--- src/rtl/clock_disp_pkg.sv ---
// Shared constants for the multiplexed clock display: segment patterns,
// digit positions and time-set field encodings.
package clock_disp_pkg;

  // Active-low segments, bit order {g,f,e,d,c,b,a}
  localparam logic [6:0] SEG_0     = 7'b1000000;
  localparam logic [6:0] SEG_1     = 7'b1111001;
  localparam logic [6:0] SEG_2     = 7'b0100100;
  localparam logic [6:0] SEG_3     = 7'b0110000;
  localparam logic [6:0] SEG_4     = 7'b0011001;
  localparam logic [6:0] SEG_5     = 7'b0010010;
  localparam logic [6:0] SEG_6     = 7'b0000010;
  localparam logic [6:0] SEG_7     = 7'b1111000;
  localparam logic [6:0] SEG_8     = 7'b0000000;
  localparam logic [6:0] SEG_9     = 7'b0010000;
  localparam logic [6:0] SEG_DASH  = 7'b0111111;
  localparam logic [6:0] SEG_BLANK = 7'b1111111;

  typedef enum logic [2:0] {
    DIG_HH = 3'd0,
    DIG_HL = 3'd1,
    DIG_MH = 3'd2,
    DIG_ML = 3'd3,
    DIG_SH = 3'd4,
    DIG_SL = 3'd5
  } dig_e;

  typedef enum logic [1:0] {
    SET_NONE = 2'b00,
    SET_HOUR = 2'b01,
    SET_MIN  = 2'b10,
    SET_SEC  = 2'b11
  } setsel_e;

  // Time-set field that a digit position belongs to; never SET_NONE.
  function automatic setsel_e field_of(input dig_e d);
    setsel_e f;
    case (d)
      DIG_HH, DIG_HL: f = SET_HOUR;
      DIG_MH, DIG_ML: f = SET_MIN;
      default:        f = SET_SEC;
    endcase
    return f;
  endfunction

endpackage

--- src/rtl/clock_disp_scan_seg7_dec.sv ---
// BCD to active-low 7-segment decoder; codes above 9 show a dash.
module seg7_dec
  import clock_disp_pkg::*;
(
  input  logic [3:0] bcd,
  output logic [6:0] seg
);

  always_comb begin
    seg = SEG_DASH;
    case (bcd)
      4'd0:    seg = SEG_0;
      4'd1:    seg = SEG_1;
      4'd2:    seg = SEG_2;
      4'd3:    seg = SEG_3;
      4'd4:    seg = SEG_4;
      4'd5:    seg = SEG_5;
      4'd6:    seg = SEG_6;
      4'd7:    seg = SEG_7;
      4'd8:    seg = SEG_8;
      4'd9:    seg = SEG_9;
      default: seg = SEG_DASH;
    endcase
  end

endmodule

--- src/rtl/clock_disp_scan.sv ---
// Six-digit multiplexed common-anode display driver for the HH:MM:SS clock,
// with per-frame time snapshot, set-field blinking and leading-zero blanking.
module clock_disp_scan
  import clock_disp_pkg::*;
#(
  parameter int unsigned SCAN_DIV = 1000
) (
  input  logic       CLK,
  input  logic       RST,
  input  logic [1:0] HH,
  input  logic [3:0] HL,
  input  logic [2:0] MH,
  input  logic [3:0] ML,
  input  logic [2:0] SH,
  input  logic [3:0] SL,
  input  logic       en1hz,
  input  logic [1:0] SETSEL,
  input  logic       LZB,
  output logic [6:0] SEG,
  output logic       DP,
  output logic [5:0] AN
);

  localparam int unsigned   PW      = (SCAN_DIV > 1) ? $clog2(SCAN_DIV) : 1;
  localparam logic [PW-1:0] PRE_MAX = PW'(SCAN_DIV - 1);

  logic [PW-1:0]   presc;
  logic            tick;
  dig_e            idx;
  logic            phase;
  logic [5:0][3:0] snap;

  logic [3:0] cur_bcd;
  logic [6:0] dec_seg;
  logic       blank_field;
  logic       blank_lz;
  logic [5:0] an_d;
  logic [6:0] seg_d;
  logic       dp_d;

  assign tick = (presc == PRE_MAX);

  always_ff @(posedge CLK) begin
    if (RST)       presc <= '0;
    else if (tick) presc <= '0;
    else           presc <= presc + PW'(1);
  end

  always_ff @(posedge CLK) begin
    if (RST)       idx <= DIG_HH;
    else if (tick) idx <= (idx == DIG_SL) ? DIG_HH : dig_e'(idx + 3'd1);
  end

  // Whole time is captured only at frame wrap so one frame never mixes two seconds.
  always_ff @(posedge CLK) begin
    if (RST) begin
      snap <= '0;
    end else if (tick && idx == DIG_SL) begin
      snap[DIG_HH] <= {2'b00, HH};
      snap[DIG_HL] <= HL;
      snap[DIG_MH] <= {1'b0, MH};
      snap[DIG_ML] <= ML;
      snap[DIG_SH] <= {1'b0, SH};
      snap[DIG_SL] <= SL;
    end
  end

  always_ff @(posedge CLK) begin
    if (RST)        phase <= 1'b0;
    else if (en1hz) phase <= ~phase;
  end

  assign cur_bcd = snap[idx];

  seg7_dec u_dec (
    .bcd (cur_bcd),
    .seg (dec_seg)
  );

  always_comb begin
    an_d        = '1;
    an_d[idx]   = 1'b0;
    blank_field = phase && (setsel_e'(SETSEL) == field_of(idx));
    blank_lz    = (idx == DIG_HH) && LZB && (snap[DIG_HH] == 4'd0);
    seg_d       = (blank_field || blank_lz) ? SEG_BLANK : dec_seg;
    dp_d        = ~(((idx == DIG_HL) || (idx == DIG_ML)) && !phase);
  end

  always_ff @(posedge CLK) begin
    if (RST) begin
      AN  <= '1;
      SEG <= SEG_BLANK;
      DP  <= 1'b1;
    end else begin
      AN  <= an_d;
      SEG <= seg_d;
      DP  <= dp_d;
    end
  end

endmodule

--- config.mk ---
export PLATFORM = sky130hd
export DESIGN_NAME = clock_disp_scan
export DESIGN_NICKNAME = d
export VERILOG_FILES = /design/src/rtl/clock_disp_pkg.sv /design/src/rtl/clock_disp_scan_seg7_dec.sv /design/src/rtl/clock_disp_scan.sv
export SDC_FILE = /design/constraint.sdc
export NUM_CORES = 1
export LEC_CHECK = 0
export ABC_AREA = 1
export BUFFER_PORTS_ARGS = -buffer_cell sky130_fd_sc_hd__buf_4
export CORE_ASPECT_RATIO = 1.2
export CORE_MARGIN = 1
export CORE_UTILIZATION = 25
export DETAILED_ROUTE_END_ITERATION = 8
export PLACE_DENSITY = 0.52
export SYNTH_ARGS = -nofsm -noshare
export SYNTH_HDL_FRONTEND = slang
export SYNTH_HIERARCHICAL = 1
export SYNTH_SLANG_ARGS = --single-unit
--- constraint.sdc ---
create_clock -name CLK -period 2.22 [get_ports CLK]
set_input_delay 0.222 -clock CLK [delete_from_list [all_inputs] [get_ports CLK]]
set_output_delay 0.222 -clock CLK [all_outputs]
set_load 0.005 [all_outputs]
==> After elaboration in Yosys (flattened, before gate mapping) <==
Memories as Yosys holds them, arrays and structs flattened. A register that Yosys moved wholly into a read port is not among the register bits.
Index checks and enable logic that the tools add are counted.
{ "classes": {"n_addsub": 2, "mul": 0, "div": 0, "n_lt_le_gt_ge": 2, "n_eq_ne": 6, "n_shift": 0, "n_mux": 6, "bitwise": 3, "n_reduce_logical": 15} }
{ "op_table": {"columns": ["cell", "count"], "rows": [
  ["4-bit binary-select mux with 3-bit select", 1],
  ["10-bit by 1-bit adder with 10-bit output, second input constant", 1],
  ["10-bit equality test, second input constant", 1],
  ["2-bit OR reduction", 4],
  ["3-bit by 2-bit equality test with 1-bit output, second input constant", 2],
  ["1-bit logical AND", 6],
  ["6-bit inverter", 1],
  ["4-bit logical NOT", 1],
  ["3-bit by 4-bit less-than comparator with 1-bit output, second input constant", 1],
  ["4-bit two-way mux", 1],
  ["2-bit case mux with 2 select lines", 1],
  ["3-bit by 1-bit adder with 3-bit output, second input constant", 1],
  ["1-bit demux with 3-bit select", 1],
  ["3-bit by 1-bit equality test with 1-bit output, second input constant", 1],
  ["3-bit equality test, second input constant", 1],
  ["3-bit by 1-bit greater-or-equal comparator with 1-bit output, second input constant", 1],
  ["3-bit logical NOT", 1],
  ["3-bit two-way mux", 1],
  ["2-bit equality test", 1],
  ["1-bit logical OR", 2],
  ["1-bit inverter", 2],
  ["1-bit logical NOT", 1],
  ["1-bit two-way mux", 1]
]} }
{ "totals": {"regBits": 41, "latchBits": 0, "mem_bits_rw": 0, "romBits": 112, "input_bits": 26, "output_inout_bits": 14, "wordCells": 46, "mem_count": 1} }
{ "memory_table": {"columns": ["name", "depth", "word_bits", "rd", "rd_clocked_by_memory_dff", "write_ports", "line_no", "source"], "rows": [
  ["(name not given)", 16, 7, 1, 1, 0, "clock_disp_scan_seg7_dec.sv:11", "case (bcd)"]
]} }

==> Longest topological paths before layout <==
{ "depth": {"ltp_word": 7, "mapped_depth": 15, "mapped_depth_nobuf": 15} }

==> By module <==
The synthesis kept the hierarchy.
{ "by_module_without_submodules": {"columns": ["module", "n_inst", "cells_each", "area_each_um2", "seq_area_each_um2"], "rows": [
  ["clock_disp_scan", 1, 259, 2047.0, 960.9],
  ["seg7_dec", 1, 35, 186.4, 0.0]
]} }

==> Worst setup path after synthesis <==
No wires, ideal clock.
{ "synth_path": {"path_type": "reg2reg", "from": "register idx[0]", "to": "register SEG[3]", "setup_ps": 125, "t_arrival_ps": 1799, "required_time_ps": 2095, "slack_ps": 296, "path_stages_with_launch": 14, "path_buffers": 1, "period_less_slack_ps": 1924, "path_cell_list": "dfxtp_1 -> buf_4 -> nor2_1 -> nand2_1 -> nand3_1 -> a21oi_1 -> a21oi_1 -> inv_1 -> ha_1 -> nand2_1 -> nand3_1 -> nand2_1 -> inv_1 -> nand3_1"} }
{ "synth_via": {"word_cells_on_any_way": 15, "classes_between": "eq/ne (4); mux (3); reduce/logical (8)"} }
{ "synth_lines": {"columns": ["item", "line_no", "source"], "rows": [
  ["start: declaration", "clock_disp_scan.sv:29", "dig_e idx;"],
  ["start signal: assignment", "clock_disp_scan.sv:51", "else if (tick) idx <= (idx == DIG_SL) ? DIG_HH : dig_e'(idx + 3'd1);"],
  ["4-bit binary-select mux with 3-bit select", "clock_disp_scan.sv:73", "assign cur_bcd = snap[idx];"],
  ["4-bit two-way mux (not written as such)", "clock_disp_scan.sv:73", null],
  ["via cur_bcd[1]", "clock_disp_scan.sv:33", "logic [3:0] cur_bcd;"],
  ["end: declaration", "clock_disp_scan.sv:19", "output logic [6:0] SEG,"]
]} }
The timed path passes the listed nets, and every way through them passes these cells. The select of a mux whose other input is x is not followed.
A chain may end at the register's enable or synchronous reset.

==> Final worst setup path <==
Ends and elaborated chain as after synthesis.

==> results.toml <==
[grt]
overflow = 0
grt_max_degree = 27
first_global_vias = 1771
grt.total_usage_pct = 11.3
antenna_found_initial = 0
grt_pass1_wl_um = 8210

[floorplan]
die_x_um = 88.3
core_area_um2 = 8610
dieHeight_um = 106
initial_utilization_pct = 25.9
rows = 37
num_io_pins = 40
die_area_um2 = 9320

[worst_setup_path]
path_class = "reg2reg"
cp-start-kind = "flop"
startpoint = "idx[0]"
r2r_cells = 12
critPathMaxFanout = 10
cp_data_required_time_ns = 2.40
endpoint_kind = "flop"
rr_startpoint = "idx[0]"
arrival_ns = 2.14

[drt]
vias = 1953
firstDrtPassIters = 4
postRouteAntennaNets = 0
wl_um = 5130
wl_per_cell_um = 11.3
drc = 0
drt_iter0_drc = 88
viasPerCell = 4.32

[sta]
fin_skew_ns = 0.0122
whs_ns = 0.155
drv_slew = 0
slew_headroom_pct = 70.6
post-route-period-util_pct = 88.0
hold_viol_final = 0
tightest_slew_ns = 0.436
finalWorstSetupSlack_ns = 0.267
max_freq_mhz = 512
fin_tns_setup_ns = 0
rsz0062_at_grt = "false"
finalCriticalPeriod_ns = 1.95
setup_viol = 0

[logic_synthesis]
yosys.area.top_type = "dfxtp_1"
ys_seq_area_share_pct = 43.0
ys_types = 31
ys_warn_count = 6
avgSynthCellArea_um2 = 7.60
syn_nets = 327
syn_inst = 294
synthesis.area_um2 = 2230
synth_area_leaders = "dfxtp_1 (43%), nand2_1 (12%), nand4_1 (7.0%)"
synth_top_area_share_pct = 43.0
synth.ff_latch_count = 48

[pwr]
peakVddDrop_v = 0.000254
powerDensity_nw_per_um2 = 589
p_leak_nw = 1.09
totalPowerFinal_mw = 1.63

[job]
maxCapViolCount = 0

[cts]
cts_buffers = 5
clk_pin_slew_ns = 0.09
post_cts_buffers = 0
clockBufferDepth = 2
cts_sinks = 48
h-tree-depth = 2
cts_tree = "yes"
worstSkewPairLatency_ns = 0.31
cts_root_buffer = "clkbuf_8"

[min_path]
hold_class = "in2reg"
hold_path_startpoint = "en1hz"
min_path_cells = 3

[place]
place_ws_ns = 0.0942
post-dp-hpwl_um = 3930
portBuffers = 39
globalplace.congestion = 0.804

[layout]
syn_to_final_growth_pct = 23.5
mostFrequentLayoutCells = "nand2_1 (69), dfxtp_1 (47), buf_4 (46)"
register_area_um2 = 962
final_common_cell = "nand2_1"
final_nets = 367
fin_util_pct = 32.0
multi_input_area_um2 = 1070
antenna_cells = 0
fill_cells = 961
drive_gt1_share_pct = 21.5

[run_status]
status = "complete, no violations"
state kept, by name, summed over array words and instances (netlist names):
name and flops:
DP 1, phase 1, AN 6, idx 3
snap 20, presc 10, SEG 7
worst paths after layout:
check,endpoint,slack [ns]
worst max-delay path,SEG[3],0.27
worst min register to register,presc[0],0.45
worst min-delay path,phase,0.16
worst max register to register,SEG[3],0.27
metal layers:
layer	wire length, µm	vias to the layer above	global-route usage (%)	share of wire [%]
li1	-	1051	-	-
met4	68	0	3.57	1.3
met5	0	-	0	0
met2	2430	35	18.9	47
met3	187	5	2.58	3.6
met1	2440	862	14.3	48
critical path, stage by stage, from the launching register on:
cell and delay (ns):
dfxtp_2 0.45, nand2_2 0.12, inv_1 0.14, buf_4 0.15, a22oi_1 0.06, a21oi_1 0.21, inv_1 0.12, ha_1 0.29
nand2_1 0.06, nand3_1 0.08, nand2_1 0.05, inv_1 0.05, nand3_1 0.06
power by group:
group | leakage [nW] | total [mW] | internal, mW | switching (mW)
Sequential | 0.390 | 0.880 | 0.874 | 0.00584
Clock | 0.0607 | 0.661 | 0.348 | 0.314
Combinational | 0.643 | 0.0847 | 0.0473 | 0.0374
synthesized netlist by cell type:
library cell / number
o21bai_1: 1
nand2_2: 4
nor3_1: 2
nor2_1: 17
a22oi_1: 4
ha_1: 7
nand4_1: 25
buf_2: 1
o21ai_0: 6
a21boi_0: 1
or2_2: 2
clkinv_1: 1
nand3_2: 2
nor3b_1: 1
xnor2_1: 1
or2_1: 1
inv_2: 3
xor2_1: 1
buf_4: 7
clkbuf_1: 3
o21ai_1: 1
nand3_1: 22
a21oi_1: 30
buf_6: 2
nand3b_1: 1
inv_1: 27
nor2_4: 2
nor2_8: 1
o21ai_2: 1
dfxtp_1: 48
nand2_1: 69
stage by stage:
step,area (µm²),std cells
after floorplan,2230,294
after global placement,2630,444
after detailed placement,2630,444
after CTS,2750,452
after global routing,2760,452
final,2760,452
area by class of cell:
class	instances	share of cell area, %
multi-input combinational	202	38.8
inverter	31	4.22
clock inverter	3	1.81
timing repair buffer	46	12.5
tap	117	5.31
sequential	48	34.9
clock buffer	5	2.49
repair_timing:
action / 4_1_cts / 5_1_grt
endpoints found under the setup margin: 0 / 3
gates resized for setup: 0 / 4
hold buffers: 0 / 0
cells by family after synthesis:
| logic type | Yosys count | synth area share (%) |
|---|---|---|
| flip-flops | 48 | 43.0 |
| AND/OR/NAND/NOR | 149 | 32.3 |
| XOR/XNOR | 2 | 0.784 |
| AO/OA/AOI/OAI | 44 | 10.7 |
| adder cells (fa/ha/maj) | 7 | 3.92 |
| buffers and inverters | 44 | 9.30 |
Note: power is estimated with default switching activity, not from simulation.
